[src/rtl/regfile_writeback_queue.sv]
// rtl/regfile_writeback_queue.sv - round-robin ALU/LSU writeback queue feeding the register file write port (optional WB_BYPASS_EN forwarding)
module regfile_writeback_queue #(
    parameter int BITSIZE = 32,
    parameter int REGSIZE = 32,
    parameter int DEPTH   = 4
) (
    input  logic                       clk,
    input  logic                       rst,
    input  logic                       alu_valid,
    output logic                       alu_ready,
    input  logic [$clog2(REGSIZE)-1:0] alu_rd,
    input  logic [BITSIZE-1:0]         alu_data,
    input  logic                       lsu_valid,
    output logic                       lsu_ready,
    input  logic [$clog2(REGSIZE)-1:0] lsu_rd,
    input  logic [BITSIZE-1:0]         lsu_data,
    input  logic                       wb_stall,
    output logic [$clog2(REGSIZE)-1:0] address,
    output logic [BITSIZE-1:0]         WriteData,
    output logic                       WriteEnable,
    input  logic [$clog2(REGSIZE)-1:0] ReadSelect1,
    input  logic [$clog2(REGSIZE)-1:0] ReadSelect2,
    output logic                       fwd1_hit,
    output logic [BITSIZE-1:0]         fwd1_data,
    output logic                       fwd2_hit,
    output logic [BITSIZE-1:0]         fwd2_data,
    output logic [$clog2(DEPTH+1)-1:0] count,
    output logic                       full,
    output logic                       empty
);

    localparam int RW = $clog2(REGSIZE);
    localparam int PW = $clog2(DEPTH);
    localparam int CW = $clog2(DEPTH+1);

    logic [RW-1:0]      rd_mem_q   [DEPTH];
    logic [BITSIZE-1:0] data_mem_q [DEPTH];
    logic [PW-1:0]      wr_ptr_q, wr_ptr_d;
    logic [PW-1:0]      rd_ptr_q, rd_ptr_d;
    logic [CW-1:0]      count_q, count_d;
    logic               rr_q, rr_d;

    logic               grant_alu, grant_lsu;
    logic               accept, push, pop;
    logic [RW-1:0]      in_rd;
    logic [BITSIZE-1:0] in_data;

    assign full  = (count_q == CW'(DEPTH));
    assign empty = (count_q == '0);
    assign count = count_q;

    // Arbitration and handshake; rd==0 results complete the handshake but are dropped
    always_comb begin
        grant_alu   = alu_valid & (~lsu_valid | ~rr_q);
        grant_lsu   = ~grant_alu & lsu_valid;
        alu_ready   = ~full & grant_alu;
        lsu_ready   = ~full & grant_lsu;
        accept      = (alu_valid & alu_ready) | (lsu_valid & lsu_ready);
        in_rd       = grant_alu ? alu_rd : lsu_rd;
        in_data     = grant_alu ? alu_data : lsu_data;
        push        = accept & (in_rd != '0);
        WriteEnable = ~empty & ~wb_stall;
        pop         = WriteEnable;
    end

    // Next-state for pointers, occupancy and round-robin token
    always_comb begin
        wr_ptr_d = push ? wr_ptr_q + PW'(1) : wr_ptr_q;
        rd_ptr_d = pop ? rd_ptr_q + PW'(1) : rd_ptr_q;
        case ({push, pop})
            2'b10:   count_d = count_q + CW'(1);
            2'b01:   count_d = count_q - CW'(1);
            default: count_d = count_q;
        endcase
        rr_d = accept ? grant_alu : rr_q;
    end

    // Control state register with synchronous reset
    always_ff @(posedge clk) begin
        if (rst) begin
            wr_ptr_q <= '0;
            rd_ptr_q <= '0;
            count_q  <= '0;
            rr_q     <= 1'b0;
        end else begin
            wr_ptr_q <= wr_ptr_d;
            rd_ptr_q <= rd_ptr_d;
            count_q  <= count_d;
            rr_q     <= rr_d;
        end
    end

    // Queue storage; contents beyond count are don't-care so no reset needed
    always_ff @(posedge clk) begin
        if (!rst && push) begin
            rd_mem_q[wr_ptr_q]   <= in_rd;
            data_mem_q[wr_ptr_q] <= in_data;
        end
    end

    // Head of queue drives the write port, zeroed when empty
    always_comb begin
        address   = empty ? '0 : rd_mem_q[rd_ptr_q];
        WriteData = empty ? '0 : data_mem_q[rd_ptr_q];
    end

`ifdef WB_BYPASS_EN
    // Scan oldest to youngest so the last match left standing is the youngest
    always_comb begin
        fwd1_hit  = 1'b0;
        fwd1_data = '0;
        fwd2_hit  = 1'b0;
        fwd2_data = '0;
        for (int i = 0; i < DEPTH; i++) begin
            if (CW'(i) < count_q) begin
                if ((ReadSelect1 != '0) && (rd_mem_q[rd_ptr_q + PW'(i)] == ReadSelect1)) begin
                    fwd1_hit  = 1'b1;
                    fwd1_data = data_mem_q[rd_ptr_q + PW'(i)];
                end
                if ((ReadSelect2 != '0) && (rd_mem_q[rd_ptr_q + PW'(i)] == ReadSelect2)) begin
                    fwd2_hit  = 1'b1;
                    fwd2_data = data_mem_q[rd_ptr_q + PW'(i)];
                end
            end
        end
    end
`else
    logic unused_read_select;
    assign unused_read_select = ^{ReadSelect1, ReadSelect2};

    // Forwarding disabled: lookup outputs held at zero
    always_comb begin
        fwd1_hit  = 1'b0;
        fwd1_data = '0;
        fwd2_hit  = 1'b0;
        fwd2_data = '0;
    end
`endif

endmodule

[config.mk]
export PLATFORM = sky130hd
export DESIGN_NAME = regfile_writeback_queue
export DESIGN_NICKNAME = d
export VERILOG_FILES = /design/src/rtl/regfile_writeback_queue.sv
export SDC_FILE = /design/constraint.sdc
export NUM_CORES = 1
export LEC_CHECK = 0
export CORE_UTILIZATION = 48
export DETAILED_ROUTE_END_ITERATION = 8
export PLACE_DENSITY = 0.79
export SLEW_MARGIN = 10
export SYNTH_ARGS = -nofsm -noshare
export SYNTH_HDL_FRONTEND = slang
export SYNTH_SLANG_ARGS = --single-unit
[constraint.sdc]
create_clock -name clk -period 6.3 [get_ports clk]
set_clock_uncertainty 0.05 [all_clocks]
set_input_delay 0.63 -clock clk [delete_from_list [all_inputs] [get_ports clk]]
set_output_delay 0.63 -clock clk [all_outputs]
set_load 0.02 [all_outputs]
==> results of run 1 <==
## power breakdown
group | leakage (nW) | internal [mW] | switching (mW)
logic | 1.32 | 0.587 | 0.619
registers | 1.43 | 1.28 | 0.0530
clock network | 0.272 | 0.577 | 0.385
## synthesized netlist by cell type
master and n:
a21boi_4 1, a21oi_1 3, and2_1 1, buf_1 2, buf_2 5, buf_4 70
clkbuf_1 6, conb_1 1, dfxtp_1 10, edfxtp_1 148, fa_1 1, ha_1 5
inv_1 6, inv_2 1, mux2_2 36, mux2_4 2, mux2i_1 2, mux4_2 37
nand2_1 2, nand2b_1 2, nand3b_1 1, nor2_1 10, nor2b_1 37, nor3_1 1
nor3b_1 5, nor4_1 2, o21ai_0 1, o221a_4 1, or3_1 1, or3b_2 1
xnor2_1 2, xor2_1 2
## cell families (layout without fill, tap and decap cells)
group,after synthesis,after routing,synth area share (%)
DFF,158,158,65.5
xor gates and xnor gates,4,4,0.494
buffers and inverters,90,169,8.56
muxes,77,77,18.2
AOI/OAI and AO/OA,6,6,0.829
and+or+nand+nor,63,63,5.26
other,1,66,0.0529
adders and majority gates,6,6,1.16
## metal layers
metal | global-route usage [%] | vias to the layer above
li1 | - | 1666
met1 | 22.5 | 1866
met2 | 32.1 | 168
met3 | 5.26 | 14
met4 | 6.40 | 0
met5 | 0 | -
## registers in the layout, summed over array words and instances (netlist names), named ones only
register / count
rd_mem_q: 20
wr_ptr_q: 2
rr_q: 1
rd_ptr_q: 2
data_mem_q: 128
count: 3
## cell type report
class / count / area, µm²
multi-input cells: 222 / 2110
flip-flops and latches: 158 / 4650
inverters: 7 / 26.3
repair buffers: 131 / 1290
fillers: 1055 / 5620
clock buffers: 19 / 433
clock inverters: 12 / 121
well taps: 184 / 230
## per-stage QoR
step	utilization (%)	instance area (µm²)
after floorplan	-	7340
after global placement	57.4	8310
after detailed placement	57.4	8310
after CTS	61.2	8860
after global routing	61.2	8860
final	61.2	8860
## cells in the final DEF (no fill, tap or decap), types with 5 or more instances in the layout
master	Yosys	routed
inv_1	6	6
mux4_2	37	37
conb_1	1	66
mux2_2	36	36
clkdlybuf4s50_1	0	123
edfxtp_1	148	148
nor2b_1	37	37
dfxtp_1	10	8
buf_4	70	8
ha_1	5	5
nor2_1	10	10
clkbuf_16	0	17
## path summary, 6_finish.rpt
| kind | start | endpoint | slack, ns | cells past startpoint |
|---|---|---|---|---|
| min reg2reg | rr_q | rr_q | 0.46 | 2 |
| max | alu_valid | count[2] | 2.91 | 12 |
| min | rr_q | rr_q | 0.46 | 2 |
| max reg2reg | rr_q | count[2] | 3.37 | 11 |
## worst max-delay path, stage by stage
cell             delay [ns]
clkdlybuf4s50_1        0.53
a21boi_4               0.21
buf_4                  0.46
mux2i_1                0.18
o221a_4                0.27
inv_2                  0.13
ha_1                   0.20
inv_1                  0.06
fa_1                   0.38
xor2_1                 0.17
or3_1                  0.32
a21oi_1                0.15
==> flow_summary.yaml, run 1 <==
routing:
  dr_total_vias: 3714
  route.detailed.drc: 0
  drt_wl_total_um: 13000
  wl_met1_um: 5350
  highest_layer: "met4"
  met2_length_um: 6800
  via_per_inst: 5.07
  routedWlPerCell_um: 17.8
  ant_nets: 0
  first_pass_iters: 4
  drt_iter0_drc: 145
  wl_met3_um: 689
timing:
  min_period_ns: 3.39
  max_freq_mhz: 295
  post-route-period-util_pct: 53.8
  worst_pin_slew_ns: 1.00
  max-slew-margin-rel_pct: 33.3
  setup_tns_ns: 0
  setup_viol: 0
  slew_viol_final: 0
  setup_ws_ns: 2.91
  rsz0062_at_grt: "false"
  whs_ns: 0.458
  hold_viol_final: 0
floorplan:
  start_util_pct: 49.0
  die_x_um: 124
  die_h_um: 124
  core-area_mm2: 0.0145
  die_area_mm2: 0.0153
  ios: 200
  num_rows: 44
worst_setup_path:
  crit_fanout: 39
  cp.required_ns: 6.59
  critPathKind: "in -> reg"
  crit_arrival_ns: 3.68
  worst_setup_path_start_kind: "input pin"
  cp-end-kind: "flop"
clock_network:
  path_clk_slew_ns: 0.06
  cts-hold-fix-buffers: 0
  htreeDepth: 4
  clk_latency_ns: 0.42
  cts_tree: "built"
  cts_root_buf: "clkbuf_16"
  numCtsBuffers: 17
  clock-sinks: 158
  cts-resized-gates: 0
  clockBufferDepth: 2
  cts_setup_buffers: 0
logic_synthesis:
  yosysWarnings: 0
  syn-cell-area_mm2: 0.00709
  synth_top_area_share_pct: 62.7
  yosysSeqAreaShare_pct: 65.5
  syn_avg_cell_area_um2: 17.5
  ys_types: 32
  syn_inst: 405
  post-synth-top-area-cell: "edfxtp_1"
  yosys-top-cells-area: "edfxtp_1, mux4_2, buf_4, mux2_2, nor2b_1"
  synth_seq_cells: 158
power_and_ir_drop:
  p_per_area_mw_per_mm2: 396
  peakVddDrop_mv: 0.207
  total_power_mw: 3.50
  p_leak_nw: 3.02
placement:
  hpwl_um: 8220
  place_congestion: 0.705
  dp_slack_ns: 2.41
  numPortBuffers: 123
  placed_cells: 702
flow_run:
  drv_cap: 0
global_route:
  gr-total-overflow: 0
  grt_pass1_wl_um: 20000
  grt_pass1_vias: 3731
  grt_max_degree: 40
  grt_use_total_pct: 18.6
  antenna_found_initial: 0
layout:
  drive_gt1_share_pct: 22.0
  diodes: 0
  syn_to_final_growth_pct: 24.9
  nNetsFinal: 632
  stdcell_count: 733
worst_hold_path:
  hold_path_class: "reg -> reg"
outcome:
  status: "finished clean"
No activity file was read; power rests on OpenSTA's default activity.
==> inputs of run 2 (changes only) <==
--- a/config.mk
+++ b/config.mk
@@ -5,9 +5,9 @@
 export SDC_FILE = /design/constraint.sdc
 export NUM_CORES = 1
 export LEC_CHECK = 0
-export CORE_UTILIZATION = 48
+export CORE_UTILIZATION = 43
 export DETAILED_ROUTE_END_ITERATION = 8
-export PLACE_DENSITY = 0.79
+export PLACE_DENSITY = 0.75
 export SLEW_MARGIN = 10
 export SYNTH_ARGS = -nofsm -noshare
 export SYNTH_HDL_FRONTEND = slang
==> constraint.sdc (replaced) <==
create_clock -name clk -period 2.8 [get_ports clk]
set_clock_uncertainty 0.05 [all_clocks]
set_input_delay 0.28 -clock clk [delete_from_list [all_inputs] [get_ports clk]]
set_output_delay 0.28 -clock clk [all_outputs]
set_load 0.02 [all_outputs]
==> run 2 against run 1 <==
  * Setup slack got worse by 2.8 ns
  * First-iteration DRC count up 49%
  * Utilization decreased by 4.2 points
  * Non-clock buffer count grew 13
  * Wire length rose by 0.98%
==> flow_summary.yaml, run 2 (same netlist as run 1, synthesis figures left out) <==
floorplan:
  ios: 200
  die_h_um: 130
  num_rows: 46
  die_x_um: 130
  start_util_pct: 44.3
  die_area_mm2: 0.0170
  core-area_mm2: 0.0160
worst_setup_path:
  cp.required_ns: 2.47
  critPathKind: "in -> out"
  cp-end-kind: "output port"
  crit_arrival_ns: 2.32
  crit_fanout: 38
  r2r_slack_ns: 0.29
  worst_setup_path_start_kind: "input pin"
layout:
  layout.cells.most_common_list: "edfxtp_1, clkdlybuf4s50_1, conb_1"
  largest_reg_flops: 128
  nNetsFinal: 645
  regMostFlops: "data_mem_q"
  fin_area_mm2: 0.00912
  layout_commonest_cell: "edfxtp_1"
  drive_gt1_share_pct: 24.6
  syn_to_final_growth_pct: 28.5
  stdcell_count: 778
  diodes: 0
worst_hold_path:
  hold_path_class: "reg -> reg"
clock_network:
  cts_setup_buffers: 0
  clockBufferDepth: 2
  path_clk_slew_ns: 0.06
  cts_tree: "built"
  cts-hold-fix-buffers: 0
  cts_root_buf: "clkbuf_16"
  clk_latency_ns: 0.41
  clock-sinks: 158
  numCtsBuffers: 17
  cts-resized-gates: 0
  htreeDepth: 4
timing:
  min_period_ns: 2.65
  max-slew-margin-rel_pct: 62.3
  slew_viol_final: 0
  setup_viol: 0
  hold_viol_final: 0
  max_freq_mhz: 377
  post-route-period-util_pct: 94.7
  worst_pin_slew_ns: 0.564
  rsz0062_at_grt: "false"
placement:
  placed_area_mm2: 0.00856
  placed_cells: 747
  hpwl_um: 8600
  place_congestion: 0.720
  numPortBuffers: 123
routing:
  drt_iter0_drc: 216
  drt_wl_total_um: 13100
  dr_total_vias: 3706
  via_per_inst: 4.76
  first_pass_iters: 6
  ant_nets: 0
  routedWlPerCell_um: 16.9
  route.detailed.drc: 0
power_and_ir_drop:
  peakVddDrop_mv: 0.453
  p_leak_nw: 3.10
  p_per_area_mw_per_mm2: 875
  total_power_mw: 7.97
global_route:
  grt_use_total_pct: 16.7
  grt_max_degree: 40
  grt_pass1_wl_um: 20300
  grt_pass1_vias: 3733
  gr-total-overflow: 0
  antenna_found_initial: 0
flow_run:
  drv_cap: 0
outcome:
  status: "finished clean"
run 2: cell count changes in the layout (fill, tap and decap cells not counted):
cell,before,now
buf_12,0,7
buf_4,8,14
clkinvlp_4,1,7
nor3b_2,4,0
nor3b_4,0,4
clkinv_2,4,1
clkbuf_1,2,0
clkinv_1,2,0
inv_8,0,2
bufinv_16,2,1
clkinv_4,2,1
inv_6,1,2
run 2: layout make-up:
type                       count  area, µm²
fill                        1206       6880
sequential                   158       4650
multi-input combinational    222       2140
timing repair buffer         144       1480
clock buffer                  17        425
tap                          216        270
clock inverter                14        136
inverter                       7       26.3
run 2: through the flow:
stage / utilization, % / setup TNS, ns / hold WS [ns] / setup WS (ns)
6_report: 57.0 / 0 / 0.454 / 0.149
3_5_place_dp: 53.5 / -0.191 / 0.452 / -0.191
3_3_place_gp: 53.5 / -0.0657 / 0.442 / -0.0657
4_1_cts: 57.0 / 0 / 0.461 / 0.0807
5_1_grt: 57.0 / 0 / 0.495 / 0.0210
2_1_floorplan: - / -27.15 / 0.394 / -0.188
run 2: per-layer routing:
layer	wire, µm	up-vias	global-route usage [%]
met4	153	0	6.56
li1	-	1693	-
met1	5310	1843	20.3
met2	6980	161	29.1
met3	696	9	3.83
met5	0	-	0
run 2: worst paths after layout:
check,from,endpoint,cells after the start
hold / removal,rr_q,rr_q,2
hold reg to reg,rr_q,rr_q,2
setup / recovery,alu_valid,alu_ready,6
setup reg to reg,count[2],count[2],9
run 2: critical path, cell delays in order:
cell and delay (ns):
clkdlybuf4s50_1 0.49, a21boi_4 0.20, buf_4 0.14, buf_4 0.42
and2_1 0.20, clkdlybuf4s50_1 0.60
run 2: report_power, final:
part	leakage [nW]	internal (mW)	switching (mW)
clock network	0.254	1.23	0.925
registers	1.43	2.88	0.102
logic	1.41	1.40	1.43
total	3.10	5.51	2.46
==> inputs of run 3 (changes only) <==
--- a/config.mk
+++ b/config.mk
@@ -6,8 +6,11 @@
 export NUM_CORES = 1
 export LEC_CHECK = 0
 export CORE_UTILIZATION = 43
+export CTS_BUF_LIST = sky130_fd_sc_hd__clkbuf_16
 export DETAILED_ROUTE_END_ITERATION = 8
+export MAX_ROUTING_LAYER = met4
 export PLACE_DENSITY = 0.75
+export REMOVE_ABC_BUFFERS = 1
 export SLEW_MARGIN = 10
 export SYNTH_ARGS = -nofsm -noshare
 export SYNTH_HDL_FRONTEND = slang
==> run 3 against run 2 <==
  * Die area unchanged
  * Sequential power about the same
  * Wire length down 2.3%
  * Register-to-register slack better by 0.02 ns
  * Critical path depth unchanged
==> flow_summary.yaml, run 3 (same netlist as run 1, synthesis figures left out) <==
clock_network:
  clock-sinks: 158
  clockBufferDepth: 2
  path_clk_slew_ns: 0.06
  cts_root_buf: "clkbuf_16"
  htreeDepth: 4
  cts_tree: "built"
  numCtsBuffers: 17
  clk_latency_ns: 0.41
  cts_setup_buffers: 0
timing:
  slew_viol_final: 0
  min_period_ns: 2.69
  max-slew-margin-rel_pct: 61.5
  rsz0062_at_grt: "false"
  hold_viol_final: 0
  post-route-period-util_pct: 95.9
  worst_pin_slew_ns: 0.576
  max_freq_mhz: 372
  setup_tns_ns: 0
  setup_viol: 0
worst_setup_path:
  critPathKind: "in -> out"
  r2r_slack_ns: 0.31
  critPathTopFamily: "buffers and inverters"
  r2r_end: "count[2]"
  cp.required_ns: 2.47
  r2r_start: "count[2]"
  crit_slowest_cell: "clkdlybuf4s50_1"
  crit_arrival_ns: 2.36
  slowest_delay_ns: 0.60
  path_buf_inv: 4
  cp-end-kind: "output port"
  reg2regPathDepth: 9
  worst_setup_path_start_kind: "input pin"
  cp_cell_sequence: "clkdlybuf4s50_1, a21boi_4, buf_4, buf_4, and2_1, clkdlybuf4s50_1"
  crit_fanout: 38
floorplan:
  num_rows: 46
  die_h_um: 130
  die_area_mm2: 0.0170
  start_util_pct: 44.3
  core-area_mm2: 0.0160
  ios: 200
  die_x_um: 130
global_route:
  grt_use_total_pct: 16.6
  gr-total-overflow: 0
  antenna_found_initial: 0
  grt_max_degree: 40
  grt_pass1_wl_um: 19700
  grt_pass1_vias: 3744
layout:
  syn_to_final_growth_pct: 27.1
  layout_commonest_cell: "edfxtp_1"
  layout.cells.most_common_list: "edfxtp_1, clkdlybuf4s50_1, conb_1"
  diodes: 0
  nFillCells: 1269
  regMostFlops: "data_mem_q"
  nNetsFinal: 645
  largest_reg_flops: 128
  drive_gt1_share_pct: 24.0
routing:
  via_per_inst: 4.81
  routedWlPerCell_um: 16.5
  first_pass_iters: 4
  dr_total_vias: 3750
  ant_nets: 0
  route.detailed.drc: 0
  drt_iter0_drc: 171
  drt_wl_total_um: 12800
worst_hold_path:
  hold_path_class: "reg -> reg"
  min-delay-start: "rr_q"
  min_path_cells: 2
  min_to: "rr_q"
power_and_ir_drop:
  p_per_area_mw_per_mm2: 875
  p_int_mw: 5.54
  sw_frac_of_total_pct: 29.7
  p_sw_mw: 2.35
  p_clk_share_pct: 27.2
  p_comb_share_pct: 35.1
  peakVddDrop_mv: 0.483
  total_power_mw: 7.89
  p_leak_nw: 3.09
  seqPwrFrac_pct: 37.7
flow_run:
  drv_cap: 0
outcome:
  status: "finished clean"
placement:
  hpwl_um: 8170
  place_congestion: 0.678
  numPortBuffers: 123
## run 3: cell types whose count changed in the layout (fill, tap and decap cells not counted), sizes merged
cell | before | now
inv | 11 | 10
clkinvlp | 7 | 5
clkinv | 2 | 5
bufinv | 1 | 2
## run 3: worst max-delay path by stage
stage               startpoint  slack, ns                to  cells after the start
floorplan                 rr_q      -2.14  data_mem_q[0][0]                      5
global placement     alu_valid      -0.03          count[2]                     11
detailed placement   alu_valid      -0.12          count[2]                     11
CTS                       flop       0.02      WriteData[7]                      4
global route         alu_valid       0.03         alu_ready                      6
finish               alu_valid       0.11         alu_ready                      6
## run 3: worst min-delay path: cells and delay by family, from the launching register on
family | cells | cell delay (ns)
compound gates | 1 | 0.05
flops | 1 | 0.34
simple gates | 1 | 0.07
## run 3: cell type report
type | count | area, µm² | share of cell area, %
Sequential cell | 158 | 4650 | 51.5
Inverter | 7 | 26.3 | 0.291
Multi-Input combinational cell | 222 | 2110 | 23.4
Clock buffer | 17 | 425 | 4.72
Timing Repair Buffer | 144 | 1410 | 15.6
Clock inverter | 15 | 133 | 1.47
Tap cell | 216 | 270 | 3.00
## run 3: timing repair
item / CTS / global route
resized for setup: 0 / 1
hold buffers: 0 / 0
setup endpoints to repair: 0 / 15
## run 3: per-stage QoR
stage / setup slack (ns) / hold slack, ns / area, µm² / util [%] / std cells
final: 0.114 / 0.452 / 9020 / 56.4 / 779
after global routing: 0.0285 / 0.469 / 9020 / 56.4 / 779
after CTS: 0.0227 / 0.460 / 9010 / 56.3 / 779
after detailed placement: -0.120 / 0.453 / 8460 / 52.8 / 747
after global placement: -0.0281 / 0.431 / 8460 / 52.8 / 747
after floorplan: -2.14 / 0.299 / 6760 / - / 387
## run 3: power by group through the flow
stage               Sequential [mW]  Clock, mW  Combinational [mW]
floorplan                      3.14          0                1.49
global placement               3.00          0                2.78
detailed placement             3.02          0                2.81
CTS                            2.98       2.18                2.82
global route                   2.99       2.27                2.98
finish                         2.97       2.14                2.77
## run 3: metal layers
metal	wire length, µm	track usage [%]	vias up
li1	-	-	1685
met1	5400	19.9	1892
met2	6640	27.7	159
met3	635	3.58	14
met4	172	6.02	0
met5	0	-	-
